File: src/rtl/sync_stage_fifo_if.sv
// Handshake bundle for sync_stage_fifo: producer write side, consumer read side,
// status flags and sticky error flags with their clear strobe.
interface sync_stage_fifo_if #(
  parameter int WID   = 32,
  parameter int DEPTH = 4
);
  localparam int CW = $clog2(DEPTH + 1);

  logic           writex;
  logic [WID-1:0] wdata;
  logic           wfull;
  logic           afull;
  logic           readx;
  logic [WID-1:0] rdata;
  logic           rempty;
  logic [CW-1:0]  count;
  logic           ovf_err;
  logic           udf_err;
  logic           clr_err;

  // Pipeline-side user of the buffer
  modport master (
    output writex, wdata, readx, clr_err,
    input  wfull, afull, rdata, rempty, count, ovf_err, udf_err
  );

  // The buffer itself
  modport slave (
    input  writex, wdata, readx, clr_err,
    output wfull, afull, rdata, rempty, count, ovf_err, udf_err
  );
endinterface

File: src/rtl/sync_stage_fifo.sv
// DEPTH-entry show-ahead FIFO for same-clock pipeline stages, with occupancy count,
// almost-full flag and sticky overflow/underflow flags.
module sync_stage_fifo #(
  parameter int WID   = 32,
  parameter int DEPTH = 4,
  parameter int AFULL = DEPTH - 1
) (
  input  logic              clk,
  input  logic              rst,
  sync_stage_fifo_if.slave  bus
);
  localparam int PW = $clog2(DEPTH);
  localparam int CW = $clog2(DEPTH + 1);

  logic [WID-1:0] mem [DEPTH];
  logic [PW-1:0]  wptr_reg, wptr_next;
  logic [PW-1:0]  rptr_reg, rptr_next;
  logic [CW-1:0]  count_reg, count_next;
  logic           ovf_reg, ovf_next;
  logic           udf_reg, udf_next;

  logic empty, full, racc, wacc;

  // Flags come only from the registered count, never from the requests.
  assign empty = (count_reg == '0);
  assign full  = (count_reg == CW'(DEPTH));

  // A full buffer still takes a write when a read frees a slot in the same cycle.
  assign racc = bus.readx && !empty;
  assign wacc = bus.writex && (!full || racc);

  always_comb begin
    wptr_next = wptr_reg;
    rptr_next = rptr_reg;
    if (wacc) wptr_next = wptr_reg + PW'(1);
    if (racc) rptr_next = rptr_reg + PW'(1);
  end

  always_comb begin
    count_next = count_reg;
    case ({wacc, racc})
      2'b10:   count_next = count_reg + CW'(1);
      2'b01:   count_next = count_reg - CW'(1);
      default: count_next = count_reg;
    endcase
  end

  // Clearing wins over a coincident error event; that event is dropped.
  always_comb begin
    ovf_next = ovf_reg;
    udf_next = udf_reg;
    if (bus.clr_err) begin
      ovf_next = 1'b0;
      udf_next = 1'b0;
    end else begin
      if (bus.writex && !wacc) ovf_next = 1'b1;
      if (bus.readx && empty)  udf_next = 1'b1;
    end
  end

  always_ff @(posedge clk) begin
    if (rst) begin
      wptr_reg  <= '0;
      rptr_reg  <= '0;
      count_reg <= '0;
      ovf_reg   <= 1'b0;
      udf_reg   <= 1'b0;
    end else begin
      wptr_reg  <= wptr_next;
      rptr_reg  <= rptr_next;
      count_reg <= count_next;
      ovf_reg   <= ovf_next;
      udf_reg   <= udf_next;
    end
  end

  // Storage is deliberately not reset; a write in the reset cycle is dropped.
  always_ff @(posedge clk) begin
    if (!rst && wacc) mem[wptr_reg] <= bus.wdata;
  end

  assign bus.rdata   = mem[rptr_reg];
  assign bus.rempty  = empty;
  assign bus.wfull   = full;
  assign bus.afull   = (count_reg >= CW'(AFULL));
  assign bus.count   = count_reg;
  assign bus.ovf_err = ovf_reg;
  assign bus.udf_err = udf_reg;
endmodule
File: src/flat_wrapper.sv
// flat-port wrapper written by rule: the top's interface ports become plain ports
module sync_stage_fifo_flat 
#(
  parameter int WID   = 32,
  parameter int DEPTH = 4,
  parameter int AFULL = DEPTH - 1
)
  (clk, rst, bus_writex, bus_wdata, bus_readx, bus_clr_err, bus_wfull, bus_afull, bus_rdata, bus_rempty, bus_count, bus_ovf_err, bus_udf_err);
  sync_stage_fifo_if #(.WID(WID), .DEPTH(DEPTH)) bus_i ();
  input  logic clk;
  input  logic rst;
  input wire logic [$bits(bus_i.writex)-1:0] bus_writex;
  input wire logic [$bits(bus_i.wdata)-1:0] bus_wdata;
  input wire logic [$bits(bus_i.readx)-1:0] bus_readx;
  input wire logic [$bits(bus_i.clr_err)-1:0] bus_clr_err;
  output wire logic [$bits(bus_i.wfull)-1:0] bus_wfull;
  output wire logic [$bits(bus_i.afull)-1:0] bus_afull;
  output wire logic [$bits(bus_i.rdata)-1:0] bus_rdata;
  output wire logic [$bits(bus_i.rempty)-1:0] bus_rempty;
  output wire logic [$bits(bus_i.count)-1:0] bus_count;
  output wire logic [$bits(bus_i.ovf_err)-1:0] bus_ovf_err;
  output wire logic [$bits(bus_i.udf_err)-1:0] bus_udf_err;
  assign bus_i.writex = bus_writex;
  assign bus_i.wdata = bus_wdata;
  assign bus_i.readx = bus_readx;
  assign bus_i.clr_err = bus_clr_err;
  assign bus_wfull = bus_i.wfull;
  assign bus_afull = bus_i.afull;
  assign bus_rdata = bus_i.rdata;
  assign bus_rempty = bus_i.rempty;
  assign bus_count = bus_i.count;
  assign bus_ovf_err = bus_i.ovf_err;
  assign bus_udf_err = bus_i.udf_err;
  sync_stage_fifo #(.WID(WID), .DEPTH(DEPTH), .AFULL(AFULL)) u_core (.clk(clk), .rst(rst), .bus(bus_i));
endmodule
File: config.mk
export PLATFORM = sky130hd
export DESIGN_NAME = sync_stage_fifo_flat
export DESIGN_NICKNAME = d
export VERILOG_FILES = /design/src/rtl/sync_stage_fifo_if.sv /design/src/rtl/sync_stage_fifo.sv /design/src/flat_wrapper.sv
export SDC_FILE = /design/constraint.sdc
export NUM_CORES = 1
export LEC_CHECK = 0
export CORE_MARGIN = 2
export CORE_UTILIZATION = 40
export DETAILED_ROUTE_END_ITERATION = 6
export GPL_TIMING_DRIVEN = 0
export HOLD_SLACK_MARGIN = 0.1
export SYNTH_ARGS = -nofsm -noshare
export SYNTH_HDL_FRONTEND = slang
export SYNTH_SLANG_ARGS = --single-unit
File: constraint.sdc
create_clock -name clk -period 6.6 [get_ports clk]
set_input_delay 1.98 -clock clk [delete_from_list [all_inputs] [get_ports clk]]
set_output_delay 1.98 -clock clk [all_outputs]
set_load 0.05 [all_outputs]
Word level (Yosys, flattened, before mapping)
Memories as Yosys holds them, arrays and structs flattened. A register that Yosys moved wholly into a read port is not among the register bits.
Index checks and enable logic that the tools add are counted.
{"block": "word_totals", "input_bits": 37, "elab_cells": 32, "memories": 1, "ramBits": 128, "reg_bits": 9}
{"memory": "u_core.mem", "words": 4, "word_bits": 32, "rd": 1, "rd_clocked_by_memory_dff": 1, "wr": 1, "line": "sync_stage_fifo.sv:15", "source": "logic [WID-1:0] mem [DEPTH];"}
{"block": "classes", "add_sub_neg": 4, "n_mux": 5, "order_cmp": 1, "eq_ne": 3, "n_reduce_logical": 13}
{"cell": "$pmux W3 S2", "count": 1}
{"cell": "$logic_and A1 B1 Y1", "count": 5}
{"cell": "$add A2 B1 Y2 const B", "count": 2}
{"cell": "$logic_not A1 Y1", "count": 4}
{"cell": "$mux W2", "count": 2}
{"cell": "$add A3 B1 Y3 const B", "count": 1}
{"cell": "$eq A3 B3 Y1 const B", "count": 1}
{"cell": "$ge A3 B2 Y1 const B", "count": 1}
{"cell": "$logic_not A3 Y1", "count": 1}
{"cell": "$sub A3 B1 Y3 const B", "count": 1}
{"cell": "$eq A2 B1 Y1 const B", "count": 1}
{"cell": "$eq A2 B2 Y1 const B", "count": 1}
{"cell": "$mux W1", "count": 2}
{"cell": "$reduce_bool A2 Y1", "count": 1}
{"cell": "$reduce_or A2 Y1", "count": 1}
{"cell": "$logic_or A1 B1 Y1", "count": 1}

Depth between registers and ports, before layout
{"block": "logic_depth", "depth_word": 8, "mapped_depth": 9, "ltp_nobuf": 9}

Worst setup path before layout
No wires, ideal clock.
{"block": "synth_timing", "path_kind": "in2reg", "startpoint": "in bus_readx", "endpoint": "mem u_core.mem[1][0], enable pin", "path_stages": 4, "n_path_buf": 0, "arrival_ps": 4721, "t_required_ps": 6132, "setup_slack_ps": 1412, "cell_sequence": "nor4b_4 nor2b_2 inv_2 nor3b_1"}
{"block": "synth_via", "elab_chain_len": 6}
{"element": "from (decl)", "line": "flat_wrapper.sv:14", "source": "input wire logic [$bits(bus_i.readx)-1:0] bus_readx;"}
{"element": "$logic_and A1 B1 Y1", "line": "sync_stage_fifo.sv:29", "source": "assign racc = bus.readx && !empty;"}
{"element": "$logic_or A1 B1 Y1", "line": "sync_stage_fifo.sv:30", "source": "assign wacc = bus.writex && (!full || racc);"}
{"element": "$logic_and A1 B1 Y1", "line": "sync_stage_fifo.sv:30"}
{"element": "$logic_and A1 B1 Y1", "line": "sync_stage_fifo.sv:79", "source": "if (!rst && wacc) mem[wptr_reg] <= bus.wdata;"}
{"element": "$mux W1", "line": "sync_stage_fifo.sv:79"}
{"element": "$mux W1 (not written as such)", "line": "sync_stage_fifo.sv:79"}
{"element": "to (decl)", "line": "sync_stage_fifo.sv:15"}
No other way between the ends.

==> flow_summary.toml <==
[finish]
fin_cells = 524
drive_above_1_share_pct = 19.8
fin_nets = 379
area_delta_synth_final_pct = 33.0
antennaDiodeCount = 0
largest_reg_flops = 128

[job]
drv_cap = 0

[timing]
rsz0062_at_grt = "no"
post-route-period-util_pct = 66.1
slew_viol_final = 0
hold_violations = 0
setup_slack_ps = 2240
finClkSkew_ps = 6.95
relSlewSlack_pct = 37.2
fmax_ghz = 0.229
tightestPinTransition_ps = 938
period_needed_ps = 4360
setup_viol = 0
fin_setup_tns_ps = 0

[global_route]
grt_use_total_pct = 14.5
grt_max_degree = 17
grt_pass1_vias = 2720
grt_pass1_wl_um = 14800
overflow = 0
antenna_found_initial = 0

[die]
die_w_um = 119
start_util_pct = 40.5
dieArea_um2 = 14200
rows = 42
fp.dieH_um = 119
core_area_um2 = 13100
ios = 77

[placed_design]
hpwl_um = 6220
io_buffers = 76
dp_cells = 493
place_congestion = 0.634
post-place-ws_ps = 2020

[drt]
postRouteAntennaNets = 0
wl_met2_um = 4520
top_layer = "met4"
drtIter0Drc = 130
vias = 2575
firstDrtPassIters = 4
wl_met1_um = 4110
wl_um = 9340
vias_per_cell = 4.91
wl_met3_um = 512
drc = 0
wl_per_cell_um = 17.8

[cts]
ctsResizeCount = 0
clockRootBuffer = "clkbuf_16"
htree_levels = 4
cts_tree = "yes"
clk_pin_slew_ps = 50
insertion_delay_ps = 410
cts_inserted_buffers = 17
cts-hold-fix-buffers = 0
cts.sinks = 139
cts_buffer_depth = 2
cts_setup_buffers = 0

[synth]
synth_cell_types = 29
yosysWarnings = 0
ys_seq_elements = 139
mappedNetlistNets = 271
synthCells = 228
postSynthAreaPerCell_um2 = 23.2
ys_seq_area_share_pct = 76.8
netlist_area_um2 = 5290

[worst_setup_path]
worstSetupPathType = "reg -> out"
endpoint_kind = "primary output"
startpoint_type = "flop"
cp_max_fo = 10
cp.arrival_ps = 2380
crit_required_ps = 4620

[power_and_ir_drop]
ir_drop_mv = 0.235
p_per_area_nw_per_um2 = 394
p_leak_nw = 2.34

[run_status]
status = "complete, no violations"

[worst_hold_path]
holdCritPathClass = "reg -> reg"
cells in the mapped netlist:
cell type	count	area share, %
buf_6	1	0.21
mux2i_1	1	0.19
nand2b_1	2	0.24
o31ai_1	1	0.14
nor2_1	7	0.50
inv_1	6	0.43
clkbuf_1	1	0.071
o21ai_0	2	0.19
mux4_1	17	8.4
nor3b_1	4	0.57
inv_2	1	0.071
a21oi_1	5	0.47
or3_1	2	0.24
nand2_1	1	0.071
fa_1	1	0.38
edfxtp_1	128	73
nor4b_4	1	0.45
nor3_1	2	0.19
nor2b_2	1	0.17
buf_12	3	1.1
xor2_1	3	0.50
a21o_2	1	0.17
dfxtp_1	11	4.2
mux2_4	1	0.28
ha_1	5	1.2
buf_2	3	0.28
mux4_2	15	6.4
nor3_2	1	0.19
and3_1	1	0.12
critical path: stages (launching register included):
cell and delay, ps:
dfxtp_1 320, buf_6 150, buf_12 150, mux4_1 610, clkdlybuf4s50_1 730
path summary, 6_finish.rpt:
path / start / end / slack, ps / cells past startpoint
setup / recovery: flop / bus_rdata[19] / 2240 / 4
hold / removal: u_core.rptr_reg[1] / u_core.rptr_reg[1] / 510 / 2
setup reg to reg: u_core.bus.count[0] / u_core.mem[1][27] / 4180 / 6
hold reg to reg: u_core.rptr_reg[1] / u_core.rptr_reg[1] / 510 / 2
cells by family (layout without fill, tap and decap cells):
kind of cell / count (synthesis) / count (layout) / synth area share [%]
flip-flops: 139 / 139 / 76.8
multiplexers: 34 / 34 / 15.3
AND/OR/NAND/NOR: 22 / 22 / 2.72
buffers and inverters: 15 / 135 / 2.20
AO/OA/AOI/OAI: 9 / 9 / 0.969
adder cells (fa/ha/maj): 6 / 6 / 1.56
XOR/XNOR: 3 / 3 / 0.496
placed cells by master, fill, tap and decap left out, types with 4 or more instances in the layout:
cell type	n
mux4_1	17
clkdlybuf4s50_1	76
inv_1	6
edfxtp_1	128
ha_1	5
clkbuf_16	17
bufinv_16	4
nor3b_2	4
nor2_1	7
a21oi_1	5
clkbuf_1	5
mux4_2	15
buf_6	11
dfxtp_1	11
layer usage:
metal / global-route usage (%) / vias up
met5: 0 / -
met3: 5.99 / 15
met2: 22.4 / 65
met4: 6.55 / 0
met1: 17.9 / 1320
li1: - / 1175
per-stage QoR:
step                      hold slack (ps)  power (mW)  area, um2  util [%]
final                                 507        2.77       7040      53.8
after global routing                  531        2.88       7040      53.8
after CTS                             509        2.81       7040      53.8
after detailed placement              498        1.86       6450      49.3
after global placement                474        1.84       6270      48.0
after floorplan                       459        1.61       5290         -
cell type report:
class	count	area, um2
timing repair buffer	89	918
buffer	8	90.1
clock inverter	10	149
multi-input combinational	74	1130
sequential	139	4060
fill	1027	6040
tap	176	220
clock buffer	21	440
inverter	7	26.3
power by group:
group | switching [mW] | total [mW] | internal [mW]
clock network | 0.324 | 0.947 | 0.624
registers | 0.0287 | 1.04 | 1.01
logic | 0.463 | 0.785 | 0.322
No activity file was read; power rests on OpenSTA's default activity.
